File: src/rtl/matrix_uart_pkg.sv
// Shared definitions for the matrix result path feeding the UART transmitter.
// Contents: matrix dimensions, default frame header, sender FSM state type and
// the frame byte-count function.
// Build option: SENDER_CHECKSUM_EN appends one XOR checksum byte to each frame.
package matrix_uart_pkg;

  localparam int unsigned MAT_DIM   = 3;
  localparam int unsigned MAT_ELEMS = MAT_DIM * MAT_DIM;

  localparam logic [7:0] DEFAULT_HEADER = 8'hA5;

  typedef enum logic [2:0] {
    StIdle,
    StLoad,
    StStrobe,
    StWaitAck,
    StWaitDone,
    StFin
  } state_e;

  // Bytes per frame: header + all element bytes (+ checksum when enabled).
  function automatic int unsigned frame_bytes(int unsigned elem_w);
`ifdef SENDER_CHECKSUM_EN
    return 2 + (MAT_ELEMS * elem_w) / 8;
`else
    return 1 + (MAT_ELEMS * elem_w) / 8;
`endif
  endfunction

endpackage

File: src/rtl/byte_mux.sv
// Combinational frame byte selector.
// Maps byte index idx_i to the byte transmitted at that position:
// index 0 is the header, then each element MSB byte first in row-major order,
// and (with SENDER_CHECKSUM_EN) the checksum as the last byte.
// Ports:
//   header_i  frame header byte
//   shadow_i  captured matrix, element e at [e*ELEM_W +: ELEM_W]
//   cksum_i   running checksum (only with SENDER_CHECKSUM_EN)
//   idx_i     byte index within the frame
//   byte_o    selected byte (0 for out-of-range indices)
module byte_mux
  import matrix_uart_pkg::*;
#(
  parameter int unsigned ELEM_W = 16,
  parameter int unsigned NB     = frame_bytes(ELEM_W),
  parameter int unsigned IDX_W  = $clog2(NB)
) (
  input  logic [7:0]                  header_i,
  input  logic [MAT_ELEMS*ELEM_W-1:0] shadow_i,
`ifdef SENDER_CHECKSUM_EN
  input  logic [7:0]                  cksum_i,
`endif
  input  logic [IDX_W-1:0]            idx_i,
  output logic [7:0]                  byte_o
);

  localparam int unsigned BPE = ELEM_W / 8;

  logic [7:0] frame_bytes_q [NB];

  always_comb begin
    frame_bytes_q[0] = header_i;
    for (int unsigned e = 0; e < MAT_ELEMS; e++) begin
      for (int unsigned b = 0; b < BPE; b++) begin
        // b = 0 is the most significant byte of the element.
        frame_bytes_q[1 + e * BPE + b] = shadow_i[e * ELEM_W + (BPE - 1 - b) * 8 +: 8];
      end
    end
`ifdef SENDER_CHECKSUM_EN
    frame_bytes_q[NB-1] = cksum_i;
`endif
  end

  assign byte_o = (32'(idx_i) < NB) ? frame_bytes_q[idx_i] : 8'h00;

endmodule

File: src/rtl/matrix_result_sender.sv
// Serializes one 3x3 result matrix into a UART byte stream.
// Frame: HEADER, then the nine elements row-major, MSB byte first, optionally
// followed by an XOR checksum of the data bytes (build option SENDER_CHECKSUM_EN).
// Ports:
//   clk, reset   clock, asynchronous active-high reset
//   start_i      1-cycle frame request, accepted only when idle
//   mat_flat_i   matrix, element (r,c) at [(3r+c)*ELEM_W +: ELEM_W]
//   busy_o       frame in progress
//   done_o       1-cycle pulse after the last byte completes
//   tx_data_o    byte to the UART, stable from load until its transfer ends
//   tx_start_o   1-cycle strobe to the UART
//   tx_busy_i    UART busy flag
module matrix_result_sender
  import matrix_uart_pkg::*;
#(
  parameter int unsigned ELEM_W = 16,
  parameter logic [7:0]  HEADER = DEFAULT_HEADER
) (
  input  logic                        clk,
  input  logic                        reset,
  input  logic                        start_i,
  input  logic [MAT_ELEMS*ELEM_W-1:0] mat_flat_i,
  output logic                        busy_o,
  output logic                        done_o,
  output logic [7:0]                  tx_data_o,
  output logic                        tx_start_o,
  input  logic                        tx_busy_i
);

  localparam int unsigned NB       = frame_bytes(ELEM_W);
  localparam int unsigned IDX_W    = $clog2(NB);
  localparam logic [IDX_W-1:0] LAST_IDX = IDX_W'(NB - 1);

  state_e                      state_q, state_d;
  logic [IDX_W-1:0]            idx_q, idx_d;
  logic [MAT_ELEMS*ELEM_W-1:0] shadow_q, shadow_d;
  logic [7:0]                  byte_sel;
`ifdef SENDER_CHECKSUM_EN
  logic [7:0]                  cksum_q, cksum_d;
`endif

  byte_mux #(
    .ELEM_W (ELEM_W),
    .NB     (NB),
    .IDX_W  (IDX_W)
  ) u_byte_mux (
    .header_i (HEADER),
    .shadow_i (shadow_q),
`ifdef SENDER_CHECKSUM_EN
    .cksum_i  (cksum_q),
`endif
    .idx_i    (idx_q),
    .byte_o   (byte_sel)
  );

  always_ff @(posedge clk or posedge reset) begin
    if (reset) begin
      state_q  <= StIdle;
      idx_q    <= '0;
      shadow_q <= '0;
`ifdef SENDER_CHECKSUM_EN
      cksum_q  <= '0;
`endif
    end else begin
      state_q  <= state_d;
      idx_q    <= idx_d;
      shadow_q <= shadow_d;
`ifdef SENDER_CHECKSUM_EN
      cksum_q  <= cksum_d;
`endif
    end
  end

  always_comb begin
    state_d  = state_q;
    idx_d    = idx_q;
    shadow_d = shadow_q;
`ifdef SENDER_CHECKSUM_EN
    cksum_d  = cksum_q;
`endif
    unique case (state_q)
      StIdle: begin
        if (start_i) begin
          shadow_d = mat_flat_i;
          idx_d    = '0;
`ifdef SENDER_CHECKSUM_EN
          cksum_d  = '0;
`endif
          state_d  = StLoad;
        end
      end
      StLoad: begin
        // An earlier transfer still in flight delays the strobe.
        if (!tx_busy_i) state_d = StStrobe;
      end
      StStrobe: begin
`ifdef SENDER_CHECKSUM_EN
        // Header and the checksum byte itself are not folded.
        if (idx_q != '0 && idx_q != LAST_IDX) cksum_d = cksum_q ^ byte_sel;
`endif
        state_d = StWaitAck;
      end
      StWaitAck: begin
        if (tx_busy_i) state_d = StWaitDone;
      end
      StWaitDone: begin
        if (!tx_busy_i) begin
          if (idx_q == LAST_IDX) begin
            state_d = StFin;
          end else begin
            idx_d   = idx_q + IDX_W'(1);
            state_d = StLoad;
          end
        end
      end
      StFin: begin
        state_d = StIdle;
      end
      default: begin
        state_d = StIdle;
      end
    endcase
  end

  assign busy_o     = state_q inside {StLoad, StStrobe, StWaitAck, StWaitDone};
  assign done_o     = (state_q == StFin);
  assign tx_start_o = (state_q == StStrobe);
  assign tx_data_o  = busy_o ? byte_sel : 8'h00;

endmodule

File: config.mk
export PLATFORM = sky130hd
export DESIGN_NAME = matrix_result_sender
export DESIGN_NICKNAME = d
export VERILOG_FILES = /design/src/rtl/matrix_uart_pkg.sv /design/src/rtl/byte_mux.sv /design/src/rtl/matrix_result_sender.sv
export SDC_FILE = /design/constraint.sdc
export NUM_CORES = 1
export LEC_CHECK = 0
export BUFFER_PORTS_ARGS = -buffer_cell sky130_fd_sc_hd__buf_2
export CAP_MARGIN = 40
export CORE_AREA = 2 2 118 120
export DETAILED_ROUTE_END_ITERATION = 8
export DIE_AREA = 0 0 120 122
export GPL_TIMING_DRIVEN = 0
export HOLD_SLACK_MARGIN = 0.02
export PLACE_DENSITY = 0.82
export SYNTH_ARGS = -nofsm -noshare
export SYNTH_HDL_FRONTEND = slang
export SYNTH_SLANG_ARGS = --single-unit
File: constraint.sdc
create_clock -name clk -period 6.3 [get_ports clk]
set_input_delay 0.945 -clock clk [delete_from_list [all_inputs] [get_ports clk]]
set_output_delay 0.945 -clock clk [all_outputs]
set_load 0.01 [all_outputs]
==> results.md <==
- Outcome: completed
- Crit path kind: reg -> out
- Leak: between 4 and 5 nW
- Ant. Diodes: 0
- CTS root buffer: clkbuf_16
- Worst Hold Class: reg -> reg
- Clk_skew: around 0.004 ns
- Area leader, netlist: dfrtp_1
- Power density cells: between 400 and 500 mW/mm^2
- NumNets Final: roughly 1100
- Core ar.: approximately 0.014 mm^2
- DRT antenna net count: 0
- Via density: between 5 and 6
- M1 WL: just over 8000 um
- Yosys reg bits: between 150 and 200
- # IOs: 159
- Synth cell count leaders: 454 x nand2_1, 152 x dfrtp_1, 30 x buf_2
- Netlist cell types: 35
- Fin Hold WS: between 0.4 and 0.5 ns
- Critical path launch point type: flip-flop
- Ys Warns: 0
- Initial core utilization: between 50% and 60%
- Die area: roughly 0.015 mm^2
- CTS tree: done
- Hold Path Origin: shadow_q[44]
- Max_cap viols: 0
- Antenna violations before repair: 0
- # port buffers: 158
- DR iter-0 viols: 466
- Area delta synth->final: 23.4%
- RR Endpoint: idx_q[4]
- RSZ-0062 raised after global routing: no
- CTS Hold Bufs: 0
- Post-Route WL: a little under 20000 um
- Worst-path fanout max: 10
- Syn Std Cell Area: ~0.0071 mm^2
- Crit-path most repeated cell: buf_2
- CP required: 5.35 ns
- Slew headroom: a little over half
- Reg clk slew, reported paths: approximately 0.06 ns
- Critical R2R Launch: idx_q[0]
- Die Wd: approximately 120 um
- CP endpoint kind: output pin
- Per-cell routed wire length: roughly 17 um
- Gr ovfl total: 0
- Clk_lat worst skew: about 0.43 ns
- Maximum VDD drop: 267 uV
- Met3 WL: between 1000 and 1500 um
- Reg2Reg Depth: 8
- Post-CTS setup repair buffer count: 0
- Sequential element share of the synthesized area: 53.5%
- TritonCTS Buffers: 17
- Vias: just over 6000
- Mapped Nets: 957
- Post-synth EDFFs: 0
- CP peak stage delay: 0.56 ns
- Htree depth: 4
- HPWL after DPL: about 14000 um
- Post_cts resized: 0
- Met2 wire len: around 9500 um
- Worst Hold End: shadow_q[44]
- Worst-case clock buffer depth: 2
- Async SR Flop Fraction: between 90% and 100%
- DR DRC count: 0
- Area share of the largest cell type after synthesis: approximately 53%
- Min Clock Period, post-route: between 3 and 4 ns
- CP max stage cell: o311ai_0
- Synth area leaders: dfrtp_1 53%, nand2_1 24%, mux4_2 5.1%
- Synth Instances: approximately 810
- Cell Chain, Critical Path: buf_2 > buf_4 > buf_2 > mux2i_1 > o22ai_1 > o311ai_0 > o21ai_0 > buf_2
- Top sig layer: met4
- Top-count cell post-synth: nand2_1
- Finished Layout Cells: 1178
- CTS sink count: approximately 150
- Die height: ~120 um
- Placed cell count: 1146
- Max Transition Viols Final: 0
- Rows: 43
- GRT Total Usage: approximately 28%
- First-pass GRT wire length: 30600 um
- Dominant synthesized flop cell: dfrtp_1
- Final setup violation count: 0
- Tcrit/Tclk final: between 60% and 70%
- Hold Violations, Final: 0
- Synthesized area per cell: 8.82 um^2
- 1st-pass router iterations: 4
- R2R setup slack: roughly 4 ns
- Critical path arrival: between 2 and 3 ns
- Hold depth: 2
- Fraction of layout cells with a size suffix above 1: between 20 and 30%
- Vias in the first global route: 6047
- # fillers: between 1000 and 1500
- Largest net degree at the start of global routing: 78
- Worst Tran Pin Value: between 0.7 and 0.8 ns
- GPL Wtd Cong: ~0.9
- Max Clock Freq: between 0.2 and 0.3 GHz
worst max path at each step:
stage	startpoint	to	slack, ns	cells after the start
final	idx_q[1]	tx_data_o[7]	2.41	8
after global routing	idx_q[1]	tx_data_o[7]	2.34	8
after CTS	idx_q[0]	tx_data_o[0]	2.48	8
after detailed placement	idx_q[0]	tx_data_o[0]	2.95	8
after global placement	reset	shadow_q[124]	-0.37	2
after floorplan	reset	idx_q[0]	1.26	1
logic make-up after synthesis:
| family | count (synthesis) | share of synthesized area (%) |
|---|---|---|
| and+or+nand+nor | 496 | 27.2 |
| DFF | 152 | 53.5 |
| AOI/OAI and AO/OA | 52 | 4.99 |
| buffers and inverters | 52 | 3.75 |
| muxes | 49 | 9.80 |
| xor gates and xnor gates | 4 | 0.493 |
| adders and majority gates | 2 | 0.352 |
cell type report:
type                            count  area, um^2  area share [%]
Timing Repair Buffer              159         818            9.32
Clock buffer                       21         470            5.36
Tap cell                          180         225            2.57
Buffer                             50         259            2.95
Inverter                            2        12.5           0.143
Sequential cell                   152        3800            43.3
Multi-Input combinational cell    603        3040            34.7
Clock inverter                     11         144            1.64
per-layer routing:
layer / GRT usage [%] / up-vias
met5: 0 / -
met2: 45.1 / 269
met3: 5.29 / 42
met1: 37.3 / 2963
li1: - / 2954
met4: 11.0 / 0
report_power, final:
part / internal [W] / switching [W]
combinational: 0.000528 / 0.000822
sequential: 0.00142 / 0.000249
clock: 0.000655 / 0.000403
total: 0.00260 / 0.00147
placed cells by master, fill, tap and decap left out, types with 2 or more instances in the layout:
cell       synthesis  final
mux4_2            16     16
mux2_2             5      5
xor2_1             3      3
buf_6              3      3
a2111oi_0          4      4
a221oi_1           4      4
mux2i_1           28     28
dfrtp_1          152    152
ha_1               2      2
clkbuf_8           0      3
nand2_1          454    454
o311ai_0           4      4
buf_2             30    188
inv_6              0      3
nor2b_1            8      8
nor2_2             2      2
nand2b_1           3      3
o21ai_0            5      5
clkbuf_16          0     17
nor2_1            20     20
a21oi_1           16     16
bufinv_16          0      3
buf_4              3      3
clkbuf_1           8      9
clkinv_2           0      4
nand4_1            3      3
a211oi_1           8      8
o22ai_1            9      9
buf_1              6      6
sequential cells by signal (all words and copies together) (netlist names):
register	count
idx_q	5
state_q	3
shadow_q	144
worst max-delay path, delay by kind of cell, from the launching register on:
kind                   cells  cell delay [ns]
AOI/OAI and AO/OA          3             0.97
buffers and inverters      4             0.89
DFF                        1             0.39
muxes                      1             0.28
metrics by stage:
stage	cell area [um^2]	worst slack (ns)	TNS, ns	util [%]	total power [W]
global placement	8130	-0.370	-54.82	60.2	0.00293
finish	8780	2.41	0	65.0	0.00408
global route	8780	2.34	0	65.0	0.00434
floorplan	7110	1.26	0	-	0.00254
detailed placement	8160	2.95	0	60.4	0.00300
CTS	8780	2.48	0	65.0	0.00408
Power figures use the tool's default switching activity.
